<file path="config.mk">
export PLATFORM = sky130hd
export DESIGN_NAME = rst_seq
export DESIGN_NICKNAME = d
export VERILOG_FILES = /design/src/rtl/rst_seq_pkg.sv /design/src/rtl/sync_bit.sv /design/src/rtl/rst_seq.sv
export SDC_FILE = /design/constraint.sdc
export NUM_CORES = 1
export LEC_CHECK = 0
export CAP_MARGIN = 20
export CELL_PAD_IN_SITES_DETAIL_PLACEMENT = 1
export CELL_PAD_IN_SITES_GLOBAL_PLACEMENT = 1
export CORE_MARGIN = 1
export CORE_UTILIZATION = 30
export CTS_BUF_LIST = sky130_fd_sc_hd__clkbuf_16
export CTS_CLUSTER_DIAMETER = 60
export CTS_CLUSTER_SIZE = 30
export DETAILED_ROUTE_END_ITERATION = 6
export PLACE_DENSITY = 0.62
export SYNTH_ARGS = -nofsm -noshare
export SYNTH_HDL_FRONTEND = slang
export SYNTH_SLANG_ARGS = --single-unit
</file>
<file path="constraint.sdc">
create_clock -name clk_408MHz -period 4.92 [get_ports clk_408MHz]
set_input_delay 0.984 -clock clk_408MHz [delete_from_list [all_inputs] [get_ports clk_408MHz]]
set_output_delay 0.984 -clock clk_408MHz [all_outputs]
set_load 0.05 [all_outputs]
</file>
<file path="src/rtl/rst_seq_pkg.sv">
// Shared types and widths for the reset sequencer.
package rst_seq_pkg;

  localparam int unsigned CNT_W  = 20;
  localparam int unsigned LOSS_W = 8;
  localparam int unsigned IDX_W  = 3;

  localparam logic [LOSS_W-1:0] LOSS_MAX = '1;

  typedef enum logic [1:0] {
    StWaitLock = 2'd0,
    StCount    = 2'd1,
    StDone     = 2'd2,
    StAbort    = 2'd3
  } seq_state_e;

endpackage

</file>
<file path="src/rtl/sync_bit.sv">
// Two-flop synchronizer for a single asynchronous bit, async active-low reset to 0.
module sync_bit (
  input  logic clk,
  input  logic rst_n,
  input  logic d,
  output logic q
);

  logic meta_q;
  logic sync_q;

  always_ff @(posedge clk or negedge rst_n) begin
    if (!rst_n) begin
      meta_q <= 1'b0;
      sync_q <= 1'b0;
    end else begin
      meta_q <= d;
      sync_q <= meta_q;
    end
  end

  assign q = sync_q;

endmodule

</file>
<file path="src/rtl/rst_seq.sv">
// Sequenced reset release gated by PLL lock; aborts on lock loss or software request.
// Optional lock-stability filter enabled by defining RST_SEQ_LOCK_FILTER_EN.
module rst_seq
  import rst_seq_pkg::*;
#(
  parameter int unsigned N_STAGES   = 3,
  parameter int unsigned STAGE_DLY  = 1024,
  parameter int unsigned FILTER_LEN = 16
) (
  input  logic                clk_408MHz,
  input  logic                rst_n,
  input  logic                pll_locked,
  input  logic                sw_rst_req,
  output logic [N_STAGES-1:0] stage_rst_n,
  output logic                seq_done,
  output logic [1:0]          seq_state,
  output logic [LOSS_W-1:0]   lock_loss_cnt
);

  localparam logic [CNT_W-1:0] DLY_LAST = CNT_W'(STAGE_DLY - 1);
  localparam logic [IDX_W-1:0] IDX_LAST = IDX_W'(N_STAGES - 1);

  if (N_STAGES < 1 || N_STAGES > 8) begin : g_bad_stages
    $error("rst_seq: N_STAGES out of range");
  end
  if (STAGE_DLY < 2 || STAGE_DLY > (1 << CNT_W)) begin : g_bad_dly
    $error("rst_seq: STAGE_DLY out of range");
  end
  if (FILTER_LEN < 2 || FILTER_LEN > 255) begin : g_bad_filter
    $error("rst_seq: FILTER_LEN out of range");
  end

  seq_state_e          state_q, state_d;
  logic [CNT_W-1:0]    cnt_q, cnt_d;
  logic [IDX_W-1:0]    idx_q, idx_d;
  logic [N_STAGES-1:0] stage_q, stage_d, stage_shl;
  logic                done_q, done_d;
  logic [LOSS_W-1:0]   loss_q, loss_d;
  logic                lock_s;
  logic                lock_ok;
  logic                release_stage;

  sync_bit u_lock_sync (
    .clk   (clk_408MHz),
    .rst_n (rst_n),
    .d     (pll_locked),
    .q     (lock_s)
  );

`ifdef RST_SEQ_LOCK_FILTER_EN
  localparam logic [7:0] FILT_LAST = 8'(FILTER_LEN - 1);

  logic [7:0] filt_q, filt_d;

  // Counts consecutive high lock_s samples while waiting; any low sample restarts it.
  always_comb begin
    filt_d = '0;
    if (state_q == StWaitLock && lock_s && !lock_ok) begin
      filt_d = filt_q + 8'd1;
    end
  end

  always_ff @(posedge clk_408MHz or negedge rst_n) begin
    if (!rst_n) begin
      filt_q <= '0;
    end else begin
      filt_q <= filt_d;
    end
  end

  assign lock_ok = lock_s && (filt_q == FILT_LAST);
`else
  assign lock_ok = lock_s;
`endif

  always_ff @(posedge clk_408MHz or negedge rst_n) begin
    if (!rst_n) begin
      state_q <= StWaitLock;
    end else begin
      state_q <= state_d;
    end
  end

  always_comb begin
    state_d = state_q;
    cnt_d   = cnt_q;
    idx_d   = idx_q;
    loss_d  = loss_q;
    unique case (state_q)
      StWaitLock: begin
        if (lock_ok) begin
          state_d = StCount;
          cnt_d   = '0;
          idx_d   = '0;
        end
      end
      StCount, StDone: begin
        if (!lock_s || sw_rst_req) begin
          state_d = StAbort;
          cnt_d   = '0;
          idx_d   = '0;
          // Lock loss counts once even when a software request coincides.
          if (!lock_s && loss_q != LOSS_MAX) begin
            loss_d = loss_q + 1'b1;
          end
        end else if (state_q == StCount) begin
          if (cnt_q == DLY_LAST) begin
            cnt_d = '0;
            if (idx_q == IDX_LAST) begin
              state_d = StDone;
            end else begin
              idx_d = idx_q + 1'b1;
            end
          end else begin
            cnt_d = cnt_q + 1'b1;
          end
        end
      end
      StAbort: begin
        state_d = StWaitLock;
        cnt_d   = '0;
        idx_d   = '0;
      end
      default: state_d = StWaitLock;
    endcase
  end

  // Shifting a one in from bit 0 keeps the outputs thermometer-coded by construction.
  always_comb begin
    stage_shl[0] = 1'b1;
    for (int k = 1; k < int'(N_STAGES); k++) begin
      stage_shl[k] = stage_q[k-1];
    end
  end

  assign release_stage = (state_q == StCount) && (state_d != StAbort) && (cnt_q == DLY_LAST);

  always_comb begin
    stage_d = stage_q;
    done_d  = (state_d == StDone);
    if (state_d == StAbort || state_d == StWaitLock) begin
      stage_d = '0;
    end else if (release_stage) begin
      stage_d = stage_shl;
    end
  end

  always_ff @(posedge clk_408MHz or negedge rst_n) begin
    if (!rst_n) begin
      cnt_q   <= '0;
      idx_q   <= '0;
      stage_q <= '0;
      done_q  <= 1'b0;
      loss_q  <= '0;
    end else begin
      cnt_q   <= cnt_d;
      idx_q   <= idx_d;
      stage_q <= stage_d;
      done_q  <= done_d;
      loss_q  <= loss_d;
    end
  end

  assign stage_rst_n   = stage_q;
  assign seq_done      = done_q;
  assign seq_state     = state_q;
  assign lock_loss_cnt = loss_q;

endmodule

</file>
; Word-level counts from Yosys, hierarchy flattened
; Index checks and enable logic that the tools add are counted.
[word_totals]
inputBits = 4
reg_bits = 39
[classes]
reduce_logical = 13
n_mux = 19
n_eq_ne = 13
n_addsub = 3
[ops]
columns = op, count
row1 = two-way mux 20 bit, 4
row2 = one-hot mux 20 bit (3 select lines), 1
row3 = two-way mux 3 bit, 7
row4 = adder 20 x 1 -> 20 bit (second input constant), 1
row5 = equality test 20 x 10 -> 1 bit (second input constant), 1
row6 = two-way mux 2 bit, 5
row7 = inequality test 3 bit (second input constant), 3
row8 = one-hot mux 3 bit (3 select lines), 1
row9 = adder 8 x 1 -> 8 bit (second input constant), 1
row10 = equality test 2 bit (second input constant), 4
row11 = inequality test 8 bit (second input constant), 1
row12 = one-hot mux 2 bit (3 select lines), 1
row13 = logical NOT 2 bit, 2
row14 = AND reduction 4 bit, 1
row15 = adder 3 x 1 -> 3 bit (second input constant), 1
row16 = equality test 3 x 2 -> 1 bit (second input constant), 1
row17 = logical AND 1 bit, 3
row18 = AND reduction 3 bit, 1
row19 = equality test 2 x 1 -> 1 bit (second input constant), 1
row20 = logical OR 1 bit, 2
row21 = inequality test 2 x 1 -> 1 bit (second input constant), 1
row22 = inequality test 2 bit (second input constant), 1
row23 = AND reduction 2 bit, 1
row24 = nonzero test 2 bit, 1
row25 = other kinds (2), 2

; Depth between registers and ports, before layout
[logic_depth]
word_depth = 11
depth_mapped = 10

; Cells and area by module
; A second synthesis with hierarchy kept.
[hier_totals]
hier_cells = 209
area_unflattened_um2 = 2048.2
[by_module_without_submodules]
columns = mod, area_per_inst_um2, cells_each, instances
row1 = rst_seq, 1998.2, 207, 1
row2 = sync_bit, 50.0, 2, 1

; Least setup slack after synthesis
; Ideal clock, no wire load.
[synth_path]
path_kind = input port to flip-flop
start = in sw_rst_req
end = reg stage_q[1] (netlist: stage_rst_n[1])
arrival_time_ns = 2.323
n_path_buf = 0
path_slack_ns = 2.476
stages = 6
setup_ns = 0.122
path_cell_list = nand2b_2 o31a_1 ha_1 nor4b_4 mux2i_1 nor2b_1
[synth_via]
elab_chain_len = 7
word_cells_on_any_way = 11
[synth_lines]
columns = item, line_no
row1 = from (decl), rst_seq.sv:13  ; input logic sw_rst_req,
row2 = logical OR 1 bit *, rst_seq.sv:98  ; if (!lock_s || sw_rst_req) begin
row3 = two-way mux 2 bit *, rst_seq.sv:98
row4 = one-hot mux 2 bit (3 select lines) *, rst_seq.sv:89  ; unique case (state_q)
row5 = via state_d[1], rst_seq.sv:33  ; seq_state_e state_q, state_d;
row6 = inequality test 2 bit, rst_seq.sv:136  ; assign release_stage = (state_q == StCount) && (state_d != StAbort) && (cnt_q == DLY_LAST);
row7 = logical AND 1 bit (2 in a row), rst_seq.sv:136
row8 = nonzero test 2 bit (no source line), -
row9 = to (signal assigned), rst_seq.sv:158  ; stage_q <= stage_d;
row10 = to (decl), rst_seq.sv:36  ; logic [N_STAGES-1:0] stage_q, stage_d, stage_shl;
; The timed path passes the listed nets; every way through them passes the cells marked *.
; A chain may end at the register's enable or synchronous reset.

; Worst setup path in the final report
[layout_path]
start = reg cnt_q[0]
end = reg stage_q[2] (netlist: stage_rst_n[2])
[layout_via]
elab_chain_len = 9
word_cells_on_any_way = 13
[layout_lines]
columns = item, line_no
row1 = from (decl), rst_seq.sv:34  ; logic [CNT_W-1:0] cnt_q, cnt_d;
row2 = from (signal assigned), rst_seq.sv:156  ; cnt_q <= cnt_d;
row3 = equality test 20 x 10 -> 1 bit *, rst_seq.sv:107  ; if (cnt_q == DLY_LAST) begin
row4 = two-way mux 2 bit *, rst_seq.sv:107
row5 = two-way mux 2 bit *, rst_seq.sv:106  ; end else if (state_q == StCount) begin
row6 = two-way mux 2 bit *, rst_seq.sv:98
row7 = one-hot mux 2 bit (3 select lines) *, rst_seq.sv:89
row8 = via state_d[1], rst_seq.sv:33
row9 = inequality test 2 bit, rst_seq.sv:136
row10 = logical AND 1 bit (2 in a row), rst_seq.sv:136
row11 = nonzero test 2 bit (no source line), -
; Marked as above.

==> impl_metrics.env <==
export IMPL_postSynthAreaPerCell_um2=9.97
export IMPL_syn2layout_area_growth_pct=20.3
export IMPL_fp_dieH_um=86.1
export IMPL_hold_viol_final=0
export IMPL_hold_path_class="reg -> reg"
export IMPL_yosys_warnings=0
export IMPL_seq_area_frac_synth_pct=46.0
export IMPL_worst_slew_pin_slew_ps=901
export IMPL_layout_common_cells="dfrtp_1, nor2_1, nand2_1"
export IMPL_critical_path_class="reg -> reg"
export IMPL_synth_cells=213
export IMPL_crit_chain="ha_1 -> and3_1 -> nand3_4 -> nor2_1 -> and3_1 -> o31a_1 -> ha_1 -> nor4b_4 -> mux2i_1 -> nor2b_1"
export IMPL_crit_family="simple AND/OR/NAND/NOR gates"
export IMPL_drive_gt1_share_pct=8.97
export IMPL_critPathBufInv=0
export IMPL_cp_arrival_ps=2860
export IMPL_clk_path_buf_depth=2
export IMPL_utilization_pct=37.4
export IMPL_final_period_utilization_pct=54.5
export IMPL_grtUsageTotal_pct=14.0
export IMPL_grt_max_degree=40
export IMPL_fin_tns_setup_ps=0
export IMPL_via_per_inst=4.96
export IMPL_cts_root_buf="clkbuf_16"
export IMPL_setup_violations_final=0
export IMPL_slew_violations=0
export IMPL_critical_path_slowest_cell="dfrtp_1"
export IMPL_finalHoldWorstSlack_ps=353
export IMPL_antenna_cells=0
export IMPL_ys_top_cells_by_area="dfrtp_1, ha_1, xnor2_1"
export IMPL_place_congestion=0.742
export IMPL_powerDensity_nw_per_um2=502
export IMPL_detail_route_antenna_nets=0
export IMPL_dieArea_um2=7420
export IMPL_fin_skew_ps=3.65
export IMPL_synth_flop_cell="dfrtp_1"
export IMPL_hold_buffers=0
export IMPL_synth_edf_count=0
export IMPL_slew_headroom_pct=39.9
export IMPL_synth_async_reset_ratio_pct=100
export IMPL_drt_total_wl_um=4700
export IMPL_fin_cells=330
export IMPL_hpwl_um=3360
export IMPL_post_cts_resized=0
export IMPL_setup_worst_path_end_class="flop"
export IMPL_std_cell_rows=30
export IMPL_grt_pass1_vias=1634
export IMPL_htree_levels=2
export IMPL_worstSkewPairLatency_ps=280
export IMPL_fmax_mhz=373
export IMPL_dr_pass1_iters=4
export IMPL_numCtsBuffers=5
export IMPL_yosys_area_top_type="dfrtp_1"
export IMPL_numPortBuffers=17
export IMPL_clock_sinks=39
export IMPL_start_kind="flop"
export IMPL_p_leak_nw=1.06
export IMPL_worstPathRequired_ps=5090
export IMPL_num_vias=1638
export IMPL_synth_top_cell_area_share_pct=46.0
export IMPL_drt_iter0_drc=48
export IMPL_dp_cells=322
export IMPL_syn_nets=226
export IMPL_period_needed_ps=2680
export IMPL_slowest_delay_ps=420
export IMPL_wire_per_inst_um=14.2
export IMPL_yosysUniqueCellTypes=48
export IMPL_clk_pin_slew_worst_paths_ps=60
export IMPL_synth_seq_cells=39
export IMPL_final_common_cell="dfrtp_1"
export IMPL_worstPathMaxFanout=8
export IMPL_grt_pass1_wl_um=8090
export IMPL_initial_core_util_pct=31.1
export IMPL_nets=246
export IMPL_post_cts_setup_buffers=0
export IMPL_cts_tree="done"
export IMPL_ir_drop_uv=299
export IMPL_power_total_mw=1.28
export IMPL_drc=0
export IMPL_drv_cap=0
export IMPL_die_w_um=86.1
export IMPL_ios=18
export IMPL_rsz0062_at_grt="no"
export IMPL_antenna_found_initial=0
export IMPL_status="completed"
export IMPL_synth_area_um2=2120
export IMPL_core_um2=6830
export IMPL_overflow=0
==> per-layer routing <==
| metal | up-vias | global-route usage (%) | routed length, um |
|---|---|---|---|
| met5 | - | 0 | 0 |
| met3 | 6 | 3.18 | 137 |
| met4 | 0 | 5.91 | 72 |
| met2 | 24 | 22.2 | 2210 |
| met1 | 801 | 18.5 | 2270 |
| li1 | 807 | - | - |
==> cells in the mapped netlist, types with 2 or more instances <==
| library cell | n |
|---|---|
| buf_2 | 2 |
| o22ai_1 | 3 |
| inv_1 | 7 |
| and3_1 | 7 |
| nand4_1 | 8 |
| or2_1 | 2 |
| and2_1 | 2 |
| nand2_1 | 20 |
| nor4_1 | 6 |
| o21ai_1 | 5 |
| dfrtp_1 | 39 |
| nor2b_1 | 4 |
| ha_1 | 9 |
| o22a_1 | 2 |
| xnor2_1 | 10 |
| o21ai_0 | 10 |
| o2bb2ai_1 | 2 |
| nor3b_1 | 2 |
| a21oi_1 | 7 |
| mux2i_1 | 2 |
| o31ai_1 | 2 |
| nor3_1 | 6 |
| nand3_2 | 2 |
| nor2_1 | 20 |
| xor2_1 | 3 |
| a22o_1 | 4 |
| nand2b_1 | 2 |
| clkbuf_1 | 2 |
| nand3_1 | 4 |
==> worst paths after layout <==
check / from / endpoint / slack [ps] / cells past startpoint
setup reg to reg: cnt_q[0] / stage_rst_n[2] / 2240 / 10
hold / removal: u_lock_sync.meta_q / u_lock_sync.q / 350 / 0
max in group asynchronous: rst_n / cnt_q[2] / 3520 / 1
hold reg to reg: u_lock_sync.meta_q / u_lock_sync.q / 350 / 0
min in group asynchronous: rst_n / cnt_q[16] / 830 / 1
setup / recovery: cnt_q[0] / stage_rst_n[2] / 2240 / 10
==> sequential cells by signal, indices dropped and copies added, names as in the netlist <==
signal	flops
idx_q	3
seq_state	2
cnt_q	20
u_lock_sync.q	1
stage_rst_n	3
seq_done	1
lock_loss_cnt	8
u_lock_sync.meta_q	1
==> power breakdown <==
group	leakage, nW	switching (mW)	total, mW	internal [mW]
logic	0.452	0.323	0.508	0.185
registers	0.524	0.0498	0.412	0.362
clock network	0.0812	0.127	0.363	0.236
total	1.06	0.499	1.28	0.783
==> final cells by class <==
type / count / area, um2
multi-input combinational: 162 / 1100
tap: 96 / 120
fill: 786 / 4280
sequential: 39 / 976
clock inverter: 3 / 38.8
clock buffer: 5 / 125
inverter: 7 / 26.3
timing repair buffer: 18 / 173
==> stage by stage <==
step | cell area (um2) | worst slack [ps]
CTS | 2550 | 2230
global placement | 2390 | 1990
floorplan | 2120 | 2480
global route | 2550 | 2000
detailed placement | 2390 | 1930
finish | 2550 | 2240
==> logic make-up after synthesis <==
family                   count (synthesis)  synth area share [%]
AO/OA/AOI/OAI                           42                  13.7
XOR/XNOR                                13                  5.36
adder cells (fa/ha/maj)                  9                  5.30
buffers and inverters                   12                  2.42
flip-flops                              39                  46.0
multiplexers                             3                  1.47
AND/OR/NAND/NOR                         95                  25.8
Power figures use the tool's default switching activity.
==> variant (config.mk and constraints unchanged) <==
The parameter `N_STAGES` goes from 3 to 6.
--- a/src/rtl/rst_seq.sv
+++ b/src/rtl/rst_seq.sv
@@ -4,5 +4,5 @@
   import rst_seq_pkg::*;
 #(
-  parameter int unsigned N_STAGES   = 3,
+  parameter int unsigned N_STAGES   = 6,
   parameter int unsigned STAGE_DLY  = 1024,
   parameter int unsigned FILTER_LEN = 16
Interface: changed (resized stage_rst_n); port bits go from 18 to 21. The function was not compared with the original's and may differ.
==> variant against the unedited design <==
Final cell count grew 0.30%; cell area increased by 4.1%; worst setup slack got worse by 0.35 ns; sequential cell count rose by 3; synthesized area up 3.9%; critical endpoint is now stage_rst_n[3]; total power decreased by 1.4%; clock skew increased by 0.0024 ns; routed wire length grew 7.3%; highest routed layer unchanged.
==> variant: results (changes against the unedited design) <==
* Status: completed
* Critical path fanouts, max at 9 (+1)
* Total track usage at 0.148 (+0.00716)
* Reg clk slew, reported paths at 0.06 ns (about the same)
* Post-layout net count at 248 (+0.81%)
* Maximum vdd drop at 0.272 mV (-8.8%)
* Final wirelength at 5.04 mm (+7.3%)
* Largest net degree at the start of global routing at 43 (+7.5%)
* Clock skew at 0.00607 ns (+0.00243 ns)
* DP HPWL at 3.39 mm (+0.94%)
* Top cells by area, synth: dfrtp_1, ha_1, mux2i_1
* CTS resizes at 0 (unchanged)
* Largest reg by FF count: cnt_q
* Leak at 1.11 nW (+5.1%)
* Vias in the first global route at 1808 (+11%)
* Synth cell types at 43 (-10%)
* First-pass GRT wire length at 8.80 mm (+8.8%)
* Dpl cells at 323 (+0.31%)
* Via/cell ratio at 5.22 (+5.1%)
* Most instantiated cells after synthesis: dfrtp_1, nand2_1, a21oi_1, a31oi_1, nand3_1
* Drt first-iter violations at 105 (+120%)
* Actual slew at the worst max-slew pin at 1.06 ns (+0.160 ns)
* Clk root buf: clkbuf_16
* Gpl congestion at 0.748 (+0.88%)
* CP Data Arrival Time at 3.20 ns (+0.34 ns)
* CTS buffer count at 5 (unchanged)
* Pre-CTS WS at 1.76 ns (-0.162 ns)
* Layout cells sized above 1 at 0.0809 (-0.00889)
* Mapped Avg Cell Area at 10.4 um^2 (+3.9%)
* Routed length per placed instance at 15.2 um (+7.0%)
* I/O Buffers at 20 (+3)
* Sequential area share after synthesis at 0.476 (+0.0168)
-- variant: changes by cell type after synthesis, moves of 4 or more --
cell	unedited run	this run
nor4_1	6	2
mux2i_1	2	10
nor2_1	20	7
nand3_1	4	12
nor3_1	6	1
a21oi_1	7	15
xnor2_1	10	6
o21ai_0	10	6
a31oi_1	0	15
-- variant: cell type report --
class	instances	area (um^2)
clock buffer	5	125
clock inverter	2	10.0
fill	794	4290
inverter	6	22.5
multi-input combinational	158	1100
sequential	42	1050
tap	96	120
timing repair buffer	22	230
-- variant: stage by stage --
step                power, mW   util  instance area (um^2)
global placement        0.956  0.359                  2500
global route             1.34  0.383                  2660
floorplan               0.799      -                  2210
CTS                      1.28  0.379                  2630
finish                   1.26  0.383                  2660
detailed placement      0.956  0.359                  2500
-- variant: power by group --
group / internal (mW) / switching, mW / total [mW]
logic: 0.192 / 0.328 / 0.521
registers: 0.385 / 0.0448 / 0.430
clock network: 0.183 / 0.131 / 0.314
-- variant: worst paths after layout --
path	from	to	slack, ns	cells after the start
min in group asynchronous	rst_n	cnt_q[18]	0.69	1
max in group asynchronous	rst_n	seq_state[0]	3.74	2
setup / recovery	cnt_q[0]	stage_rst_n[3]	1.88	10
hold / removal	u_lock_sync.meta_q	u_lock_sync.q	0.35	0
setup reg to reg	cnt_q[0]	stage_rst_n[3]	1.88	10
hold reg to reg	u_lock_sync.meta_q	u_lock_sync.q	0.35	0
-- variant: cells by family (layout without fill, tap and decap cells) --
logic type,after synthesis,after routing,synth area share
buffers and inverters,13,35,0.0250
muxes,13,13,0.0607
AOI/OAI and AO/OA,52,52,0.153
and+or+nand+nor,77,77,0.206
xor gates and xnor gates,7,7,0.0278
DFF,42,42,0.476
adders and majority gates,9,9,0.0511
-- variant: critical path, stage by stage (launching register included) --
cell	delay [ns]
dfrtp_1	0.40
ha_1	0.22
nand3_1	0.21
nor2_2	0.39
and2_1	0.32
nand4_1	0.19
a31o_1	0.27
ha_1	0.17
and4b_1	0.45
mux2i_1	0.22
nor2b_1	0.06
-- variant: layer usage --
metal,vias to the layer above,wire length [um],global-route usage,part of all wire
li1,832,-,-,-
met1,862,2510,0.199,0.50
met2,27,2300,0.233,0.46
met3,6,157,0.0320,0.031
met4,0,72,0.0537,0.014
met5,-,0,0,0
